### config.mk
export PLATFORM = sky130hd
export DESIGN_NAME = uart_tx_device
export DESIGN_NICKNAME = d
export VERILOG_FILES = /design/src/rtl/uart_tx_device.sv
export SDC_FILE = /design/constraint.sdc
export NUM_CORES = 1
export LEC_CHECK = 0
export ABC_AREA = 1
export CAP_MARGIN = 40
export CORE_MARGIN = 10
export CORE_UTILIZATION = 40
export CTS_BUF_LIST = sky130_fd_sc_hd__clkbuf_8
export DETAILED_ROUTE_END_ITERATION = 8
export PLACE_DENSITY = 0.68
export SETUP_SLACK_MARGIN = 0.4
export SLEW_MARGIN = 20
export SYNTH_ARGS = -nofsm -noshare
export SYNTH_HDL_FRONTEND = slang
export SYNTH_SLANG_ARGS = --single-unit
### constraint.sdc
create_clock -name clk -period 4.3 [get_ports clk]
set_input_delay 0.43 -clock clk [delete_from_list [all_inputs] [get_ports clk]]
set_output_delay 0.43 -clock clk [all_outputs]
set_load 0.02 [all_outputs]
### src/rtl/uart_tx_device.sv
// Register-mapped 8N1 UART transmitter with a small transmit FIFO.
// Offset 0 pushes bytes, offset 1 reports full/empty/busy/overflow.
module uart_tx_device #(
    parameter int unsigned CLK_DIV    = 868,
    parameter int unsigned FIFO_DEPTH = 4
) (
    input  logic       clk,
    input  logic       rst,
    input  logic       req_valid,
    input  logic       req_wen,
    input  logic [7:0] req_addr,
    input  logic [7:0] req_wdata,
    output logic       resp_valid,
    output logic [7:0] resp_rdata,
    output logic       tx
);

    localparam int unsigned PTR_W  = $clog2(FIFO_DEPTH);
    localparam int unsigned CNT_W  = $clog2(FIFO_DEPTH + 1);
    localparam int unsigned BAUD_W = 16;
    localparam int unsigned IDX_W  = 3;

    localparam logic [BAUD_W-1:0] BAUD_LAST  = BAUD_W'(CLK_DIV - 1);
    localparam logic [CNT_W-1:0]  DEPTH_CNT  = CNT_W'(FIFO_DEPTH);
    localparam logic [IDX_W-1:0]  LAST_BIT   = IDX_W'(7);
    localparam logic [7:0]        ADDR_DATA  = 8'h00;
    localparam logic [7:0]        ADDR_STATE = 8'h01;

    typedef enum logic [1:0] {
        IDLE  = 2'd0,
        START = 2'd1,
        DATA  = 2'd2,
        STOP  = 2'd3
    } state_t;

    state_t             state;
    state_t             state_n;
    logic [BAUD_W-1:0]  baud;
    logic [BAUD_W-1:0]  baud_n;
    logic [IDX_W-1:0]   bit_idx;
    logic [IDX_W-1:0]   bit_idx_n;
    logic [7:0]         shreg;
    logic               tx_n;
    logic               pop;

    logic [7:0]         mem [FIFO_DEPTH];
    logic [PTR_W-1:0]   wr_ptr;
    logic [PTR_W-1:0]   rd_ptr;
    logic [CNT_W-1:0]   count;
    logic               fifo_full;
    logic               fifo_empty;
    logic               overflow;

    logic               wr_data;
    logic               wr_state;
    logic               rd_state;
    logic               push;
    logic               baud_done;
    logic [7:0]         status;

    // Register decode; fullness is taken before any same-cycle pop.
    assign wr_data    = req_valid && req_wen && (req_addr == ADDR_DATA);
    assign wr_state   = req_valid && req_wen && (req_addr == ADDR_STATE);
    assign rd_state   = req_valid && !req_wen && (req_addr == ADDR_STATE);
    assign fifo_full  = (count == DEPTH_CNT);
    assign fifo_empty = (count == '0);
    assign push       = wr_data && !fifo_full;
    assign baud_done  = (baud == BAUD_LAST);
    assign status     = {4'b0000, overflow, (state != IDLE), fifo_empty, fifo_full};

    // Next-state, baud/bit sequencing and FIFO pop request.
    always_comb begin
        state_n   = state;
        baud_n    = baud;
        bit_idx_n = bit_idx;
        pop       = 1'b0;
        case (state)
            IDLE: begin
                baud_n = '0;
                if (!fifo_empty) begin
                    pop     = 1'b1;
                    state_n = START;
                end
            end
            START: begin
                if (baud_done) begin
                    baud_n    = '0;
                    bit_idx_n = '0;
                    state_n   = DATA;
                end else begin
                    baud_n = baud + BAUD_W'(1);
                end
            end
            DATA: begin
                if (baud_done) begin
                    baud_n    = '0;
                    bit_idx_n = bit_idx + IDX_W'(1);
                    if (bit_idx == LAST_BIT) begin
                        state_n = STOP;
                    end
                end else begin
                    baud_n = baud + BAUD_W'(1);
                end
            end
            STOP: begin
                if (baud_done) begin
                    baud_n = '0;
                    if (!fifo_empty) begin
                        pop     = 1'b1;
                        state_n = START;
                    end else begin
                        state_n = IDLE;
                    end
                end else begin
                    baud_n = baud + BAUD_W'(1);
                end
            end
            default: begin
                baud_n  = '0;
                state_n = IDLE;
            end
        endcase
    end

    // Line level follows the current state, one register stage behind it.
    always_comb begin
        tx_n = 1'b1;
        case (state)
            START:   tx_n = 1'b0;
            DATA:    tx_n = shreg[bit_idx];
            default: tx_n = 1'b1;
        endcase
    end

    always_ff @(posedge clk or posedge rst) begin
        if (rst) begin
            state   <= IDLE;
            baud    <= '0;
            bit_idx <= '0;
            shreg   <= '0;
            tx      <= 1'b1;
        end else begin
            state   <= state_n;
            baud    <= baud_n;
            bit_idx <= bit_idx_n;
            tx      <= tx_n;
            if (pop) begin
                shreg <= mem[rd_ptr];
            end
        end
    end

    // FIFO storage needs no reset; validity is tracked by count.
    always_ff @(posedge clk) begin
        if (push) begin
            mem[wr_ptr] <= req_wdata;
        end
    end

    always_ff @(posedge clk or posedge rst) begin
        if (rst) begin
            wr_ptr <= '0;
            rd_ptr <= '0;
            count  <= '0;
        end else begin
            if (push) begin
                wr_ptr <= wr_ptr + PTR_W'(1);
            end
            if (pop) begin
                rd_ptr <= rd_ptr + PTR_W'(1);
            end
            count <= count + CNT_W'(push) - CNT_W'(pop);
        end
    end

    always_ff @(posedge clk or posedge rst) begin
        if (rst) begin
            overflow <= 1'b0;
        end else if (wr_data && fifo_full) begin
            overflow <= 1'b1;
        end else if (wr_state && req_wdata[3]) begin
            overflow <= 1'b0;
        end
    end

    // Every request gets a response next cycle; only STATE reads carry data.
    always_ff @(posedge clk or posedge rst) begin
        if (rst) begin
            resp_valid <= 1'b0;
            resp_rdata <= '0;
        end else begin
            resp_valid <= req_valid;
            resp_rdata <= rd_state ? status : 8'h00;
        end
    end

endmodule
After elaboration in Yosys (flattened, before gate mapping). Memory sizes are Yosys's and may differ from the RTL's. A register that Yosys moved wholly into a read port is not among the register bits. Index checks and enable logic that the tools add are counted.

Register bits: 35. Word-level logic and storage cells: 72. Memories kept: 1. RAM bits: 32. Input port bits: 20.

Memory list: mem (words 4, width 8, read ports 1, clocked after Yosys merged registers in 1, wr ports 1, RTL line 46) `logic [7:0] mem [FIFO_DEPTH];`.

Add/sub/neg operators: 6. Order comparisons: 1. Mux-type cells: 23. Reductions and logical operators: 19. Eq/ne operators: 12.

Operators with widths (number): case mux 16 bit (2 select lines) (1); adder 16 x 1 -> 16 bit (second input constant) (1); == test 16 x 10 -> 1 bit (second input constant) (1); 2-to-1 mux 16 bit (1); 2-to-1 mux 2 bit (5); inequality test 2 bit (second input constant) (5); == test 8 x 1 -> 1 bit (second input constant) (1); logical AND 1 bit (8); zero test 8 bit (1); 2-to-1 mux 1 bit (8); case mux 2 bit (4 select lines) (1); == test 3 bit (second input constant) (2); 2-to-1 mux 3 bit (2); case mux 3 bit (2 select lines) (1); nonzero test 2 bit (3); AND reduction 5 bit (1); adder 2 x 1 -> 2 bit (second input constant) (2); == test 2 bit (second input constant) (2); < comparator 3 x 4 -> 1 bit (second input constant) (1); 2-to-1 mux 4 bit (1); case mux 1 bit (2 select lines) (2); adder 3 x 1 -> 3 bit (1); adder 3 x 1 -> 3 bit (second input constant) (1); binary-select mux 1 bit (select 3 bit) (1); 7 further kinds (8).

Depth between registers and ports, before layout.
Depth in word-level cells: 5. Depth in mapped cells: 14. Mapped depth without buffers: 14.

Worst setup path before layout. Ideal clock, no wire load.

Path kind: reg-to-reg. Start: register state[0]. End: register count[2]. Arrival time: 2066 ps. Cell stages (with the launch flop): 14. Clock period less this slack: 2187 ps. Buffers on the path: 0. Data required time: 4178 ps. Slack: 2113 ps. Setup time: 122 ps. Cells stage by stage: dfrtp_1 > ha_1 > inv_1 > a21oi_1 > nand3_2 > nand2_2 > nand2_2 > inv_2 > ha_1 > inv_1 > ha_1 > inv_1 > fa_1 > xor2_1.

Cells in the longest elaborated chain, start to end: 3. Elaborated cells on any way between the ends: 4. Classes of those cells: 1 x add/sub; 1 x eq/ne; 1 x mux; 1 x reduce/logical.

RTL lines: start, declared (RTL line 36) `state_t state;`; start signal, assigned (RTL line 143) `state <= state_n;`; == test 2 bit / zero test 2 bit (equally long branches) (RTL line 77) `case (state)`; case mux 1 bit (2 select lines) * (RTL line 77); via pop (RTL line 44) `logic pop;`; subtractor 3 x 1 -> 3 bit * (RTL line 172) `count <= count + CNT_W'(push) - CNT_W'(pop);`; end signal, assigned (RTL line 172); end, declared (RTL line 49) `logic [CNT_W-1:0] count;`.

The timed path passes the listed nets; every way through them passes the cells marked *. A chain may end at the register's enable or synchronous reset.

Final worst setup path. Ends and elaborated chain as after synthesis.

==> impl_metrics.yaml <==
outcome:
  outcome: "finished, final reports clean"
clock_tree:
  clk_pin_slew_ns: 0.09
  cts_buffers: 9
  cts_tree: "built"
  clock_path_buffers: 2
  root_buffer: "clkbuf_8"
  cts.sinks: 75
  cts-htree-levels: 3
  clock_latency_ns: 0.35
  post-cts-setup-buffer-count: 0
  cts_hold_buf: 0
  cts-resized-gates: 0
setup_path:
  cp.arrival_ns: 2.92
  path_max_fanout: 12
  cp.required_ns: 4.54
  worst-setup-path-type: "register to register"
  setup.worst_path.end_class: "register"
  startpoint_type: "register"
sta:
  min_period_over_period: 0.6225
  fmax_mhz: 373.6
  rsz0062_at_grt: "false"
  tightest_slew_ns: 0.7952
  finalCriticalPeriod_ns: 2.677
  finalHoldViolCount: 0
  fin_setup_tns_ns: 0
  slew_viol_final: 0
  skew_ns: 0.01154
  slew_headroom: 0.4679
  finalSetupViolations: 0
synth:
  synth_xor_area_frac: 0.004836
  yosysTopAreaCell: "dfrtp_1"
  yosysMostFrequentCell: "nor2_1"
  ys.flop_type: "dfrtp_1"
  ys_warn_count: 0
  synth.avg_cell_area_um2: 9.634
  synth_edf_count: 32
  synth_compound_area_frac: 0.06736
  yosys.area_share.simple: 0.2415
  synth_area_um2: 3622
  async_reset_ff_frac: 0.5733
  synth.distinct_cells: 38
  ys_seq_area_frac: 0.5627
  synth_top_family_by_area: "simple AND/OR/NAND/NOR gates"
  synthAdderAreaFrac: 0.05389
  synth_seq_cells: 75
  syn-instance-count: 376
  synth_top_area_frac: 0.2902
  synth.area.top_cells: "dfrtp_1 (29%), edfxtp_1 (27%), nor2_1 (7.0%)"
  ys_top_cells_by_count: "nor2_1 (68), nand2_1 (67), dfrtp_1 (42), inv_1 (36), edfxtp_1 (32)"
  synth_mux_area_frac: 0.002763
detailed_routing:
  dr.pass1.iters: 4
  drc_errors: 0
  wl_per_cell_um: 12.69
  num_vias: 2503
  wirelength_mm: 6.597
  drt_iter0_drc: 85
  ant_nets: 0
  post_drt_via_cell_ratio: 4.813
global_routing:
  grt_pass1_vias: 2498
  overflow: 0
  grt_pass1_wl_mm: 11.55
  grt_use_total: 0.1066
  antenna_found_initial: 0
  grt_max_degree: 44
floorplanning:
  core_area_um2: 8763
  start_util: 0.4133
  io_pins: 30
  fp-row-count: 34
  fp.dieArea_um2: 13260
  dieHeight_um: 115.2
  dieWidth_um: 115.2
pwr:
  power_mw: 2.207
  p_seq_frac: 0.425
  power.density_nw_per_um2: 529.1
  p_leak_nw: 1.747
  clockPowerShare: 0.259
  switching_share: 0.3810
  p_sw_mw: 0.8408
  power.internal_mw: 1.366
  combPwrFrac: 0.316
  peakVddDrop_uv: 291.3
place:
  io_buffers: 25
  gp_congestion: 0.8389
  postPlaceCellArea_um2: 3958
  dpl.hpwl_mm: 4.827
final_layout:
  n_fill_cell: 814
  nNetsFinal: 442
  multi_input_area_um2: 1356
  insertedDiodeCount: 0
  drive_gt1_frac: 0.1214
  final_area_um2: 4170
  final_util: 0.4759
  layout.area.seq_um2: 2038
  area_growth_pct: 15.13
run:
  maxCapViolCount: 0
min_path:
  hold_class: "register to register"
## metal layers
metal	global-route usage	wire (um)	up-vias
met5	0	0	-
met4	0.03300	70	0
met3	0.03385	267	9
met2	0.1798	3158	34
met1	0.1266	3101	1173
li1	-	-	1287
## state kept, by name, indices dropped and copies added, names as in the netlist
name,cells
baud,16
bit_idx,3
count,3
mem,32
overflow,1
rd_ptr,2
resp_rdata,4
resp_valid,1
shreg,8
state,2
tx,1
wr_ptr,2
## worst max-delay path, cell delays in order, from the launching register on
cell and delay [ns]:
dfrtp_1 0.43, ha_1 0.18, inv_1 0.06, a21oi_1 0.22
nand3_2 0.11, nand2_2 0.28, nand2_2 0.21, inv_2 0.10
ha_1 0.22, inv_1 0.05, ha_1 0.12, inv_1 0.04
fa_1 0.37, xor2_1 0.17
## power groups by stage
| stage | Combinational [mW] | Clock, mW | Sequential (mW) |
|---|---|---|---|
| 2_1_floorplan | 0.604 | 0 | 0.910 |
| 3_3_place_gp | 0.685 | 0 | 0.947 |
| 3_5_place_dp | 0.705 | 0 | 0.953 |
| 4_1_cts | 0.709 | 0.580 | 0.938 |
| 5_1_grt | 0.814 | 0.614 | 0.955 |
| 6_report | 0.697 | 0.572 | 0.938 |
## kinds of logic (layout without fill, tap and decap cells)
family                   Yosys count  in the layout
other                              1              4
XOR/XNOR                           2              2
AO/OA/AOI/OAI                     44             44
multiplexers                       1              1
buffers and inverters             55             88
flip-flops                        75             75
adder cells (fa/ha/maj)           15             15
AND/OR/NAND/NOR                  183            183
## path summary, 6_finish.rpt
check | from | endpoint | slack [ns] | cells past startpoint
setup / recovery | state[0]$_DFFE_PP0P_ | count[2]$_DFF_PP0_ | 1.62 | 13
hold / removal | baud[0]$_DFF_PP0_ | baud[0]$_DFF_PP0_ | 0.47 | 1
setup reg to reg | state[0]$_DFFE_PP0P_ | count[2]$_DFF_PP0_ | 1.62 | 13
hold reg to reg | baud[0]$_DFF_PP0_ | baud[0]$_DFF_PP0_ | 0.47 | 1
max in group asynchronous | rst | tx$_DFF_PP1_ | 3.41 | 3
min in group asynchronous | rst | baud[0]$_DFF_PP0_ | 0.50 | 3
## metrics by stage
step	hold WS, ns	instances	setup WS [ns]
finish	0.4734	520	1.623
global route	0.5000	520	1.368
CTS	0.4852	519	1.604
detailed placement	0.4642	503	1.577
global placement	0.4462	503	1.610
floorplan	0.4325	379	2.113
## layout make-up
| cell class | instances | share of cell area |
|---|---|---|
| sequential | 75 | 0.4887 |
| multi-input combinational | 249 | 0.3252 |
| timing repair buffer | 27 | 0.06361 |
| inverter | 45 | 0.04080 |
| tap | 108 | 0.03240 |
| clock buffer | 9 | 0.02970 |
| clock inverter | 7 | 0.01950 |
## layout by cell type (no fill, tap or decap), types with 3 or more instances in the layout
| cell | instances |
|---|---|
| o211ai_1 | 3 |
| nand2_2 | 4 |
| nor3_1 | 5 |
| conb_1 | 4 |
| dfrtp_1 | 42 |
| nand2_1 | 67 |
| o21ai_1 | 4 |
| clkbuf_8 | 9 |
| nor3b_1 | 5 |
| nor2_1 | 68 |
| inv_2 | 7 |
| inv_1 | 35 |
| o21ai_0 | 22 |
| a21oi_1 | 3 |
| clkdlybuf4s50_1 | 25 |
| nand4_1 | 3 |
| inv_6 | 3 |
| nand3_1 | 9 |
| o22ai_1 | 9 |
| ha_1 | 14 |
| edfxtp_1 | 32 |
| nand3_2 | 11 |
Note: power is estimated with default switching activity, not from simulation.
==> RTL change 1: new RTL, config.mk and constraints unchanged <==
Put one more register stage on the output `resp_rdata`, cleared by the reset. The value now appears one clock later. The other outputs are not delayed to match.
--- a/src/rtl/uart_tx_device.sv
+++ b/src/rtl/uart_tx_device.sv
@@ -33,6 +33,8 @@
         STOP  = 2'd3
     } state_t;
 
+    logic [7:0] resp_rdata_s0;
+
     state_t             state;
     state_t             state_n;
     logic [BAUD_W-1:0]  baud;
@@ -187,10 +189,18 @@
     always_ff @(posedge clk or posedge rst) begin
         if (rst) begin
             resp_valid <= 1'b0;
+            resp_rdata_s0 <= '0;
+        end else begin
+            resp_valid <= req_valid;
+            resp_rdata_s0 <= rd_state ? status : 8'h00;
+        end
+    end
+
+    always_ff @(posedge clk or posedge rst) begin
+        if (rst) begin
             resp_rdata <= '0;
         end else begin
-            resp_valid <= req_valid;
-            resp_rdata <= rd_state ? status : 8'h00;
+            resp_rdata <= resp_rdata_s0;
         end
     end
 
Check against the original RTL: not equivalent (a bounded check fails within 4 cycles, from zero or initial values and one cycle with rst high).
==> RTL change 1 against the unedited design <==
- wire length grew 2.5%
- maximum frequency increased by 3.5%
- power up 3.4%
- worst hold slack worse by 120 ps
- synthesized area grew 1.7%
- cell area is 2.7% higher
- worst setup slack better by 90 ps
- combinational power shrank 4.0%
- sequential cell count grew 4
- critical path type unchanged
==> RTL change 1: results (changes against the unedited design) <==
Routing
  – 1st-iter DRT viols: 113 (+33%)
  – Vias/cell: 4.85 (+0.77%)
  – Routed wire length per instance: 12.8 µm (+0.96%)

Global routing
  – First-pass GRT wire length: 11.7 mm (+0.90%)
  – All-Layer GR Usage: 10.9% (+0.20 points)
  – Pin count of the biggest net entering global routing: 25 (-43%)
  – Number of global-route vias before repair: 2521 (+0.92%)

Min path
  – HP Start: resp_rdata_s0[1]$_DFF_PP0_

Logic synthesis
  – Sequential area share after synthesis: 58.0% (+1.8 points)
  – Synth area leaders: dfrtp_1 31%, edfxtp_1 26%, nand2_1 7.1%
  – Cells after synthesis: 384 (+2.1%)
  – Post-synth top cells: 70 x nand2_1, 68 x nor2_1, 46 x dfrtp_1
  – Async set-reset flop share out of synthesis: 59.5% (+2.2 points)

Power
  – Leak: 1.85 nW (+6.2%)
  – Sw frac: 35.9% (-2.2 points)
  – Maximum vdd ir drop: 0.000299 V (+2.7%)

Place
  – Placed Instances: 510 (+1.4%)
  – Cell Area, Placed: 4040 µm² (+2.0%)
  – Gpl congestion: 0.842 (+0.39%)
  – Post-Place Setup Slack: 1590 ps (+14.2 ps)
  – HPWL Detailed: 4.96 mm (+2.7%)
  – Number of port buffers: 25 (unchanged)

Clock network
  – Post-cts hold buffer count: 0 (unchanged)
  – Clk Latency, worst-skew pair: 360 ps

Final layout
  – Final Non-Filler Cells: 528 (+1.5%)
  – # fillers: 835 (+2.6%)
  – Fin nets: 450 (+1.8%)
  – Share of cells above drive strength 1: 10.0% (-2.1 points)

Critical path
  – CP peak stage delay: 400 ps (-30 ps)
  – R2r startpoint: baud[0]$_DFF_PP0_
  – CP startpoint kind: flip-flop

STA
  – Worst Max-Slew Pin Slew: 784 ps (-10.9 ps)
  – Clk_skew: 11.9 ps (+0.384 ps)

Run status
  – Status: complete, no violations
RTL change 1: worst register-to-register path, cell delays in order, from the launching register on:
cell,delay (ps)
dfrtp_1,400
ha_1,240
nand2_1,70
nor2_1,160
nand3_1,110
nand2_2,220
nand2_2,180
inv_1,100
ha_1,230
inv_1,60
ha_1,130
inv_1,50
fa_1,370
xor2_1,170
RTL change 1: logic make-up after synthesis:
logic type / Yosys count / synth area share [%]
fa+ha+maj: 15 / 5.30
other cells: 1 / 0.102
flops: 79 / 58.0
buf+inv: 56 / 6.52
simple gates: 185 / 22.1
compound gates: 41 / 6.28
xor+xnor: 7 / 1.66
RTL change 1: layer usage:
metal | vias to the layer above | wire length [µm] | GRT usage [%]
met3 | 10 | 261 | 3.26
met2 | 37 | 3340 | 18.3
met4 | 0 | 112 | 4.00
met1 | 1205 | 3050 | 12.9
li1 | 1309 | - | -
met5 | - | 0 | 0
RTL change 1: final cells by class:
class	instances	share of cell area (%)
clock buffer	9	2.89
clock inverter	7	2.48
inverter	45	3.94
multi-input combinational	252	30.8
sequential	79	49.9
tap	108	3.16
timing repair buffer	28	6.84
RTL change 1: power by group through the flow:
stage / clock [mW] / combinational, mW / sequential (mW)
after global placement: 0 / 0.646 / 0.993
after CTS: 0.647 / 0.678 / 0.983
final: 0.630 / 0.669 / 0.982
after detailed placement: 0 / 0.677 / 0.999
after floorplan: 0 / 0.563 / 0.955
after global routing: 0.682 / 0.788 / 0.999
RTL change 1: stage by stage:
step / hold WS (ps) / util, %
after CTS: 349 / 48.2
after global placement: 337 / 45.3
after detailed placement: 337 / 45.6
final: 348 / 48.4
after global routing: 363 / 48.4
after floorplan: 331 / -
RTL change 1: worst paths after layout:
path	endpoint	slack, ps	cells after the start
setup / recovery	count[2]$_DFF_PP0_	1710	13
hold / removal	resp_rdata[1]$_DFF_PP0_	350	0
setup reg to reg	count[2]$_DFF_PP0_	1710	13
hold reg to reg	resp_rdata[1]$_DFF_PP0_	350	0
max in group asynchronous	shreg[7]$_DFFE_PP0P_	3350	3
min in group asynchronous	resp_rdata[2]$_DFF_PP0_	450	2
==> RTL change 2: new RTL, config.mk and constraints unchanged <==
Without the edit above. `BAUD_W`: 16 -> 32.
--- a/src/rtl/uart_tx_device.sv
+++ b/src/rtl/uart_tx_device.sv
@@ -17,7 +17,7 @@
 
     localparam int unsigned PTR_W  = $clog2(FIFO_DEPTH);
     localparam int unsigned CNT_W  = $clog2(FIFO_DEPTH + 1);
-    localparam int unsigned BAUD_W = 16;
+    localparam int unsigned BAUD_W = 32;
     localparam int unsigned IDX_W  = 3;
 
     localparam logic [BAUD_W-1:0] BAUD_LAST  = BAUD_W'(CLK_DIV - 1);
Check against the original RTL: same outputs for any inputs over 10 cycles, from zero or initial values and one cycle with rst high; that may be too few to reach the edited logic, so the function may still have changed.
==> RTL change 2 against the unedited design <==
- wire length rose by 44%
- maximum frequency fell by 1.8%
- worst setup slack got worse by 49 ps
- via count rose by 39%
- sequential cell count rose by 16
- cell area rose by 25%
- synthesized cell count rose by 45%
- count of clock-buffer cells in the layout rose by 1
- synthesized area rose by 29%
- power rose by 5.6%
- sequential power rose by 18%
- critical path depth rose by 2
- non-clock buffer count rose by 1
- critical endpoint unchanged
- largest power group unchanged
==> RTL change 2: results (changes against the unedited design) <==
Global routing
  – Number of global-route vias before repair: 3600 (+44%)
  – Pin count of the biggest net entering global routing: 38 (-14%)
  – Grt met3 use: 2.77% (-0.61 points)
  – First-pass GRT wire length: 16.7 mm (+44%)
  – Met2 Track Usage GR: 20.5% (+2.6 points)
  – All-Layer GR Usage: 12.5% (+1.8 points)
  – Initial antenna violation count: 0 (unchanged)
  – Met1 usage: 15.5% (+2.9 points)

Place
  – Number of port buffers: 25 (unchanged)
  – Placed Instances: 703 (+40%)
  – Gpl congestion: 0.935 (+12%)
  – Post-Place Setup Slack: 1520 ps (-62.1 ps)
  – Cell Area, Placed: 5030 µm² (+27%)
  – HPWL Detailed: 7.14 mm (+48%)

Power
  – Leak: 2.31 nW (+32%)
  – Maximum vdd ir drop: 0.000298 V (+2.2%)

Final layout
  – Final Non-Filler Cells: 720 (+38%)
  – Fin nets: 607 (+37%)
  – Share of cells above drive strength 1: 6.59% (-5.6 points)
  – Diodes inserted: 0 (unchanged)
  – # fillers: 1138 (+40%)
  – Biggest regs: baud x32, mem x32, shreg x8

Routing
  – 1st-iter DRT viols: 218 (+160%)
  – Routed wire length: 9.47 mm (+44%)
  – Met3 routed wirelength: 447 µm (+67%)
  – Via count: 3489 (+39%)
  – Met1 WL: 4.39 mm (+41%)
  – Highest routed layer: met4
  – Met2 WL: 4.48 mm (+42%)

Critical path
  – Data arrival, critical path: 2990 ps (+70 ps)
  – Max FO, Critical Path: 11 (-1)
  – Critical-path top delay cell: dfrtp_1
  – R2R cell count: 15 (+2)
  – CP peak stage delay: 440 ps
  – R2r startpoint: baud[0]$_DFF_PP0_
  – Setup CP Type: flip-flop to flip-flop
  – Worst reg-to-reg setup slack: 1570 ps (-50 ps)
  – Critical path's top delay family: adder cells

Clock network
  – Post-CTS Resized: 0 (unchanged)
  – Clk Latency, worst-skew pair: 380 ps (+30 ps)
  – Bufs on Longest Clock Path: 2 (unchanged)
  – Cts bufs inserted: 9 (unchanged)
  – Clock Pin Slew Worst Setup and Hold Paths: 90 ps (about the same)
  – Root buf cell: clkbuf_8
  – Depth of the CTS H-tree: 3 (unchanged)

Logic synthesis
  – Synth area leaders: dfrtp_1 31%, edfxtp_1 21%, nand2_1 9.6%
  – Cells after synthesis: 545 (+45%)
  – Sequential area share after synthesis: 52.2% (-4.1 points)
  – Async set-reset flop share out of synthesis: 64.8% (+7.5 points)
  – Post-synth EDFFs: 32 (unchanged)
  – Post-synth top cells: 120 x nand2_1, 116 x nor2_1, 62 x inv_1
  – Synth unique cells: 38 (unchanged)

Flow run
  – Max-cap violation count: 0 (unchanged)

STA
  – Clk_skew: 9.86 ps (-1.68 ps)
  – Tcrit/Tclk final: 63.4% (+1.1 points)
  – Worst Max-Slew Pin Slew: 777 ps (-18.7 ps)

Min path
  – Worst Hold Class: input port to asynchronous set/reset pin

Run status
  – Status: complete, no violations
## RTL change 2: cell count changes in the layout (fill, tap and decap cells not counted), sizes merged, moves of 3 or more
cell    before  now
nand2       73  124
nor2        71  122
inv         46   66
dfrtp       42   58
xor2         2   18
nand3       20   32
o21ai       26   16
o22ai        9    1
o32ai        0    8
nor3         7   13
nor3b        6    1
nand4        3    7
nand3b       0    3
xnor2        0    3
## RTL change 2: logic make-up after synthesis
group                    synth area share, %
buffers and inverters                   7.21
AND/OR/NAND/NOR                         28.2
AO/OA/AOI/OAI                           4.23
adder cells (fa/ha/maj)                 4.18
flip-flops                              52.2
other                                 0.0803
XOR/XNOR                                3.94
## RTL change 2: final cells by class
class / instances / area [µm²] / area share, %
Inverter: 64 / 240 / 4.60
Clock inverter: 6 / 47.5 / 0.910
Clock buffer: 10 / 138 / 2.64
Multi-Input combinational cell: 378 / 1910 / 36.5
Tap cell: 143 / 179 / 3.43
Timing Repair Buffer: 28 / 273 / 5.22
Sequential cell: 91 / 2440 / 46.7
## RTL change 2: report_power, final
part	switching (mW)	internal [mW]	leakage [nW]
clock network	0.320	0.232	0.0937
logic	0.431	0.241	1.15
registers	0.109	0.997	1.07
## RTL change 2: worst min path at each step
| stage | slack, ps | endpoint | start | depth (start not counted) |
|---|---|---|---|---|
| after global placement | 460 | shreg[2]$_DFFE_PP0P_ | shreg[2]$_DFFE_PP0P_ | 2 |
| after detailed placement | 460 | shreg[1]$_DFFE_PP0P_ | shreg[1]$_DFFE_PP0P_ | 2 |
| after floorplan | 440 | shreg[1]$_DFFE_PP0P_ | shreg[1]$_DFFE_PP0P_ | 2 |
| after CTS | 390 | overflow$_DFFE_PP0P_ | rst | 2 |
| final | 390 | overflow$_DFFE_PP0P_ | rst | 2 |
| after global routing | 440 | overflow$_DFFE_PP0P_ | rst | 2 |
